$ cat src/rtl/i2c_pkg.sv
// Shared types and constants for the i2c master arbiter.
package i2c_pkg;

   typedef enum logic [2:0] {
      ST_IDLE,
      ST_LAUNCH,
      ST_WAIT_BUSY,
      ST_WAIT_DONE,
      ST_COMPLETE
   } arb_state_t;

   localparam int unsigned ADDR_W          = 7;
   localparam int unsigned DATA_W          = 16;
   localparam int unsigned WD_W            = 16;
   localparam int unsigned TIMEOUT_DEFAULT = 4096;

endpackage

$ cat src/rtl/rr_pick.sv
// Combinational round-robin priority: first set request at or after ptr, with wrap.
module rr_pick #(
   parameter int unsigned NREQ = 4,
   parameter int unsigned PW   = (NREQ > 1) ? $clog2(NREQ) : 1
) (
   input  logic [NREQ-1:0] req,
   input  logic [PW-1:0]   ptr,
   output logic            valid,
   output logic [PW-1:0]   idx
);

   int unsigned cand;

   // Walk offsets from farthest to nearest so the request closest to ptr wins.
   always_comb begin
      valid = 1'b0;
      idx   = '0;
      cand  = 0;
      for (int unsigned k = NREQ; k > 0; k--) begin
         cand = (32'(ptr) + k - 1) % NREQ;
         if (req[cand[PW-1:0]]) begin
            valid = 1'b1;
            idx   = cand[PW-1:0];
         end
      end
   end

endmodule

$ cat src/rtl/i2c_arbiter.sv
// Round-robin sharing of one i2c master between NREQ clients.
// Optional watchdog built in with `define I2C_ARB_TIMEOUT_EN.
module i2c_arbiter
   import i2c_pkg::*;
#(
   parameter int unsigned NREQ           = 4,
   parameter int unsigned TIMEOUT_CYCLES = TIMEOUT_DEFAULT
) (
   input  logic                     clk,
   input  logic                     rst,
   input  logic [NREQ-1:0]          req,
   input  logic [ADDR_W*NREQ-1:0]   req_addr,
   input  logic [DATA_W*NREQ-1:0]   req_data,
   input  logic [NREQ-1:0]          req_rw,
   input  logic [NREQ-1:0]          req_two_bytes,
   output logic [NREQ-1:0]          gnt,
   output logic [NREQ-1:0]          done,
   output logic [NREQ-1:0]          err,
   output logic [DATA_W-1:0]        rdata,
   output logic                     i2c_start,
   output logic [ADDR_W-1:0]        i2c_addr,
   output logic [DATA_W-1:0]        i2c_data,
   output logic                     i2c_rw,
   output logic                     i2c_two_bytes,
   input  logic                     i2c_ready,
   input  logic [DATA_W-1:0]        i2c_read_data
);

   localparam int unsigned PW = (NREQ > 1) ? $clog2(NREQ) : 1;

   arb_state_t      state_q, state_d;
   logic [PW-1:0]   ptr_q;
   logic [PW-1:0]   idx_q;
   logic [PW-1:0]   ptr_next;
   logic            pick_valid;
   logic [PW-1:0]   pick_idx;
   logic [NREQ-1:0] pick_onehot;
   logic [NREQ-1:0] idx_onehot;
   logic            wd_hit;
   logic            timeout;

   rr_pick #(
      .NREQ (NREQ),
      .PW   (PW)
   ) u_pick (
      .req   (req),
      .ptr   (ptr_q),
      .valid (pick_valid),
      .idx   (pick_idx)
   );

   assign pick_onehot = NREQ'(1) << pick_idx;
   assign idx_onehot  = NREQ'(1) << idx_q;
   assign ptr_next    = PW'((32'(idx_q) + 32'd1) % NREQ);

`ifdef I2C_ARB_TIMEOUT_EN
   localparam logic [WD_W-1:0] WD_LAST = WD_W'(TIMEOUT_CYCLES - 1);
   logic [WD_W-1:0] wd_q;

   // Watchdog: cleared on launch, counts every cycle spent waiting on the master.
   always_ff @(posedge clk or posedge rst) begin
      if (rst) begin
         wd_q <= '0;
      end else if (state_q == ST_LAUNCH) begin
         wd_q <= '0;
      end else if (state_q == ST_WAIT_BUSY || state_q == ST_WAIT_DONE) begin
         wd_q <= wd_q + WD_W'(1);
      end
   end

   assign wd_hit = (wd_q == WD_LAST);
`else
   // The limit only matters when the watchdog is built in.
   logic timeout_cfg_unused;
   assign timeout_cfg_unused = ^TIMEOUT_CYCLES;
   assign wd_hit = 1'b0;
`endif

   // State register.
   always_ff @(posedge clk or posedge rst) begin
      if (rst) begin
         state_q <= ST_IDLE;
      end else begin
         state_q <= state_d;
      end
   end

   // Next state; a ready edge that arrives with the watchdog hit still wins.
   always_comb begin
      state_d = state_q;
      timeout = 1'b0;
      unique case (state_q)
         ST_IDLE: begin
            if (i2c_ready && pick_valid) state_d = ST_LAUNCH;
         end
         ST_LAUNCH: begin
            state_d = ST_WAIT_BUSY;
         end
         ST_WAIT_BUSY: begin
            if (!i2c_ready) begin
               state_d = ST_WAIT_DONE;
            end else if (wd_hit) begin
               state_d = ST_IDLE;
               timeout = 1'b1;
            end
         end
         ST_WAIT_DONE: begin
            if (i2c_ready) begin
               state_d = ST_COMPLETE;
            end else if (wd_hit) begin
               state_d = ST_IDLE;
               timeout = 1'b1;
            end
         end
         ST_COMPLETE: begin
            state_d = ST_IDLE;
         end
         default: begin
            state_d = ST_IDLE;
         end
      endcase
   end

   // Registered outputs: launch registers, strobes, read data and pointer.
   always_ff @(posedge clk or posedge rst) begin
      if (rst) begin
         ptr_q         <= '0;
         idx_q         <= '0;
         gnt           <= '0;
         done          <= '0;
         err           <= '0;
         rdata         <= '0;
         i2c_start     <= 1'b0;
         i2c_addr      <= '0;
         i2c_data      <= '0;
         i2c_rw        <= 1'b0;
         i2c_two_bytes <= 1'b0;
      end else begin
         i2c_start <= 1'b0;
         done      <= '0;
         err       <= '0;
         case (state_q)
            ST_IDLE: begin
               if (i2c_ready && pick_valid) begin
                  idx_q         <= pick_idx;
                  gnt           <= pick_onehot;
                  i2c_addr      <= req_addr[32'(pick_idx)*ADDR_W +: ADDR_W];
                  i2c_data      <= req_data[32'(pick_idx)*DATA_W +: DATA_W];
                  i2c_rw        <= req_rw[pick_idx];
                  i2c_two_bytes <= req_two_bytes[pick_idx];
               end
            end
            ST_LAUNCH: begin
               i2c_start <= 1'b1;
            end
            ST_WAIT_DONE: begin
               if (i2c_ready) rdata <= i2c_read_data;
            end
            ST_COMPLETE: begin
               done  <= idx_onehot;
               gnt   <= '0;
               ptr_q <= ptr_next;
            end
            default: begin
            end
         endcase
         if (timeout) begin
            err   <= idx_onehot;
            gnt   <= '0;
            ptr_q <= ptr_next;
         end
      end
   end

endmodule

$ cat config.mk
export PLATFORM = sky130hd
export DESIGN_NAME = i2c_arbiter
export DESIGN_NICKNAME = d
export VERILOG_FILES = /design/src/rtl/i2c_pkg.sv /design/src/rtl/rr_pick.sv /design/src/rtl/i2c_arbiter.sv
export SDC_FILE = /design/constraint.sdc
export NUM_CORES = 1
export LEC_CHECK = 0
export BUFFER_PORTS_ARGS = -buffer_cell sky130_fd_sc_hd__buf_2
export CORE_UTILIZATION = 44
export DETAILED_ROUTE_END_ITERATION = 8
export PLACE_DENSITY = 0.86
export REMOVE_ABC_BUFFERS = 1
export SYNTH_ARGS = -nofsm -noshare
export SYNTH_HDL_FRONTEND = slang
export SYNTH_SLANG_ARGS = --single-unit
$ cat constraint.sdc
create_clock -name clk -period 1.9 [get_ports clk]
set_input_delay 0.095 -clock clk [delete_from_list [all_inputs] [get_ports clk]]
set_output_delay 0.095 -clock clk [all_outputs]
set_load 0.01 [all_outputs]
# Word level (Yosys, flattened, before mapping)
# Cells that the tools add are included.
[totals]
reg_bits = 57
output_inout_bits = 54
in_bits = 123
elab_cells = 72
[op_classes]
eq_ne = 7
mux = 28
n_shift = 4
addsub = 9
n_mul = 1
order_cmp = 5
n_reduce_logical = 7
[op_table]
columns = ["operator", "count"]
rows = [
  ["$shiftx 64x7->16", 1],
  ["$shiftx 28x6->7", 1],
  ["$lt 2x3->1 const B", 5],
  ["$bmux 1 s2", 6],
  ["$pmux 3 s4", 1],
  ["$mux 1", 11],
  ["$mux 3", 3],
  ["$mux 2", 4],
  ["$mux 4", 2],
  ["$pmux 4 s2", 1],
  ["$shl 1x2->4 const A", 2],
  ["$sub 2x1->2 const B", 4],
  ["$add 2x1->2 const B", 3],
  ["$eq 3x2->1 const B", 2],
  ["$ne 2x2->1 const B", 3],
  ["$reduce_and 2->1", 3],
  ["$mul 2x3->5 const B", 1],
  ["$add 2x2->2 const B", 2],
  ["$eq 3x1->1 const B", 1],
  ["$eq 3x3->1 const B", 1],
  ["$logic_not 3->1", 1],
  ["$reduce_and 3->1", 1],
  ["$reduce_bool 2->1", 1],
  ["$logic_and 1x1->1", 1],
]

# Logic depth before layout (Yosys ltp)
[depth]
depth_word = 11
mapped_depth = 8

# Hierarchy
# A second synthesis with hierarchy kept.
[hier_totals]
hier_cells = 196
area_unflattened_um2 = 2919.0
[by_module_without_submodules]
columns = ["module", "n_inst", "seq_area_each_um2", "cells_each", "area_each_um2"]
rows = [
  ["i2c_arbiter", 1, 1426.4, 183, 2841.5],
  ["rr_pick", 1, 0.0, 13, 77.6],
]

# Least setup slack after synthesis
# No wires, ideal clock.
[synth_timing]
path_type = "reg-to-reg"
start = "register ptr_q[1]"
end = "register i2c_data[3]"
synth_period_minus_slack_ns = 1.755
t_arrival_ns = 1.627
stages_incl_launch_ff = 8
slack_ns = 0.145
required_time_ns = 1.771
n_path_buf = 3
setup_ns = 0.129
cell_sequence = "dfrtp_1 -> buf_4 -> or4_1 -> buf_2 -> buf_6 -> and3_1 -> o21ai_1 -> a21oi_1"
[synth_between]
elab_chain_cells = 10
elab_cells_between_ends = 27
classes_between = "add/sub (8); shift (1); mux (16); reduce/logical (2)"
[synth_rtl]
columns = ["element", "line", "rtl"]
rows = [
  ["start: declaration", "i2c_arbiter.sv:32", "logic [PW-1:0] ptr_q;"],
  ["start signal: assignment", "i2c_arbiter.sv:162", "ptr_q <= ptr_next;"],
  ["start signal: assignment", "i2c_arbiter.sv:170", "ptr_q <= ptr_next;"],
  ["parallel branches: the longest is 10 deep, another holds $add 2x1->2", "-", ""],
  ["end signal: assignment", "i2c_arbiter.sv:148", "i2c_data <= req_data[32'(pick_idx)*DATA_W +: DATA_W];"],
  ["end: declaration", "i2c_arbiter.sv:22", "output logic [DATA_W-1:0] i2c_data,"],
]
# Several ways; the timed one is not identified. The select of a mux whose other input is x is not followed.
# A chain may end at the register's enable or synchronous reset.

# Final worst setup path
[layout_timing]
start = "register ptr_q[0]"
end = "register i2c_data[1]"
# Same word-level chain as after synthesis.

==> metrics.txt <==
sequential fraction of the synthesis area 46.0%; Detailed Routing Iterations Pass 1 5; Max-Cap Viols 0; Max-slew headroom roughly 53%; Slew Viols, Final 0; # placed instances between 500 and 600; worst setup path start ptr_q[0]; port bufs 172; Fmax about 550 MHz; worst-path maximum fanout 17; clk_skew ~22 ps; post-CTS setup buffers 0; die footprint about 0.0074 mm^2; # clock sinks between 50 and 60; Clock power frac 19.0%; CP arrival about 2100 ps; IO Pins ~180; largest net degree at the start of global routing 34; Synth Register Bits between 50 and 60; top cells by area, synth dfrtp_1 (46%), nand2_1 (6.9%), a221o_1 (5.2%), a21oi_1 (4.5%), o22a_1 (4.5%); non-filler cells, final around 630; GRT Total Usage 27.1%; final period demand of the worst path between 1500 and 2000 ps; fin nets 653; Critical Path End i2c_data[1]; Comb pwr share about 47%; vias in the first global route ~3300; net switching power ~2.6 mW; GRT overflow 0; drt drc 0; period utilization a little over nine tenths; initial antenna violation count 0; detailed placement HPWL 6.51 mm; YS warnings 0; Worst-Skew Late Latency around 360 ps; CP Capture Type flip-flop; CTS tree yes; syn avg cell area around 9.1 um^2; Vias/cell 5.42; Main synth FF type dfrtp_1; initial drt markers approximately 230; cts bufs inserted 9; RSZ-0062 raised after global routing false; Final setup viols 0; Root Buffer clkbuf_8; Synth Instances around 340; Min-Delay Path Class in -> reg; run status finished clean; die height between 80 and 90 um; R2R Setup Slk 70 ps; Worst Path Required around 2100 ps; Layout area overhead 44.7%; Clock Path Buffers 2; Fin. Hold Viols 0; WL final slightly above 10 mm; Core ar. about 0.0068 mm^2; most frequent cells in the layout buf_2 (172), nand2_1 (57), dfrtp_1 (55); CTS H-tree depth 3; sequential cell area 0.00143 mm^2; Synth cell types between 40 and 50; Die W about 86 um; layout cells sized above 1 ~41%; GP Congestion 0.785; area of the multi-input gates about 0.0015 mm^2; switch share 41.2%; Antenna Cells 0; routed via count ~3400; setup_tns 0 ps; Worst-Margin Slew around 700 ps; Yosys top cell area share a little under half; Rows 30; Syn Std Cell Area ~0.0031 mm^2; global-route wire length before repair between 15 and 20 mm; HP Start req_addr[25]; post-DR wirelength/cell around 16 um; commonest non-fill, non-tap cell in the layout buf_2; clk slew on worst S/H paths 80 ps; internal power 3.66 mW; post-synthesis async set-or-reset flop share between 90% and 100%; PwrDens between 1000 and 1500 mW/mm^2; peak supply drop 0.868 mV; number of synthesized flops with an enable pin 0; Filler cells between 500 and 600; Util after Layout roughly 66%; FF-to-FF End i2c_data[1]; Yosys top cell by area dfrtp_1; initial core utilization 45.6%; worst reg2reg startpoint ptr_q[0]; crit path kind reg -> reg; share of power burned in registers between 30% and 40%; R2R cell count 5; P_leak approximately 2.3 nW; Worst setup SP type flip-flop; Post-DRT Antenna Nets 0
[synth_stat cells (3+ instances only)]
library cell,n
a21boi_1,6
a21boi_2,4
a21oi_1,28
a221o_1,16
a221oi_1,9
and3_1,14
buf_2,7
buf_4,5
buf_6,3
clkbuf_1,17
dfrtp_1,57
ha_1,4
inv_1,3
nand2_1,57
nand3_1,19
nor2_1,17
o21ai_0,12
o21ai_1,20
o22a_1,16
[power groups by stage]
stage	combinational, mW	clock (mW)	sequential [mW]
floorplan	1.39	0	2.31
global placement	2.74	0	2.08
detailed placement	2.84	0	2.09
CTS	2.87	1.18	2.08
global route	3.19	1.27	2.17
finish	2.93	1.19	2.11
[worst min path at each step]
stage	end	slack, ps	depth (start not counted)
5_1_grt	i2c_addr[4]	80	3
6_report	i2c_addr[4]	70	3
3_3_place_gp	i2c_data[5]	170	2
3_5_place_dp	i2c_data[5]	180	2
4_1_cts	i2c_data[10]	60	3
2_1_floorplan	rdata[0]	200	2
[layout make-up]
class                      count  share of cell area (%)
sequential                    57                    31.9
tap                           96                    2.68
multi-input combinational    249                    34.1
clock inverter                 7                    1.76
inverter                       5                   0.418
clock buffer                   9                    2.76
timing repair buffer         204                    26.4
[critical path: stages (launching register included)]
cell	delay (ps)
dfrtp_2	440
nand2b_1	200
a31oi_2	250
o2bb2ai_4	210
a221o_1	430
o22a_1	190
[sequential cells by signal, summed over array words and instances, names as in the netlist, 2 cells and up]
| name | count |
|---|---|
| state_q | 3 |
| idx_q | 2 |
| done | 4 |
| rdata | 16 |
| ptr_q | 2 |
| i2c_addr | 7 |
| i2c_data | 16 |
| gnt | 4 |
[cells by family (layout without fill, tap and decap cells)]
kind of cell / count (synthesis) / after routing / share of synthesized area [%]
and+or+nand+nor: 120 / 120 / 18.1
AOI/OAI and AO/OA: 119 / 119 / 27.2
DFF: 57 / 57 / 46.0
buffers and inverters: 38 / 225 / 6.21
adders and majority gates: 4 / 4 / 1.61
muxes: 2 / 2 / 0.686
other: 1 / 4 / 0.121
[layer usage]
layer  vias to the layer above  GRT usage, %  wire [um]
li1                       1603             -          -
met4                         0          12.1        244
met2                       171          45.7       4970
met1                      1598          32.4       4080
met3                        26          7.03        786
met5                         -             0          0
[metrics by stage]
stage | cell area, um^2 | hold slack [ps] | total power [mW] | setup slack (ps)
finish | 4490 | 70.9 | 6.23 | 69.5
global route | 4490 | 75.1 | 6.63 | 10.7
CTS | 4450 | 60.3 | 6.14 | 29.7
detailed placement | 4070 | 177 | 4.93 | -100
global placement | 4070 | 170 | 4.82 | -15.1
floorplan | 2940 | 200 | 3.69 | -223
[timing repair]
item,CTS,global route
hold endpoints to repair,40,0
hold buffers,17,0
gates resized for setup,1,8
endpoints found under the setup margin,26,25
pin swaps,0,0
(Power assumes the default switching activity.)
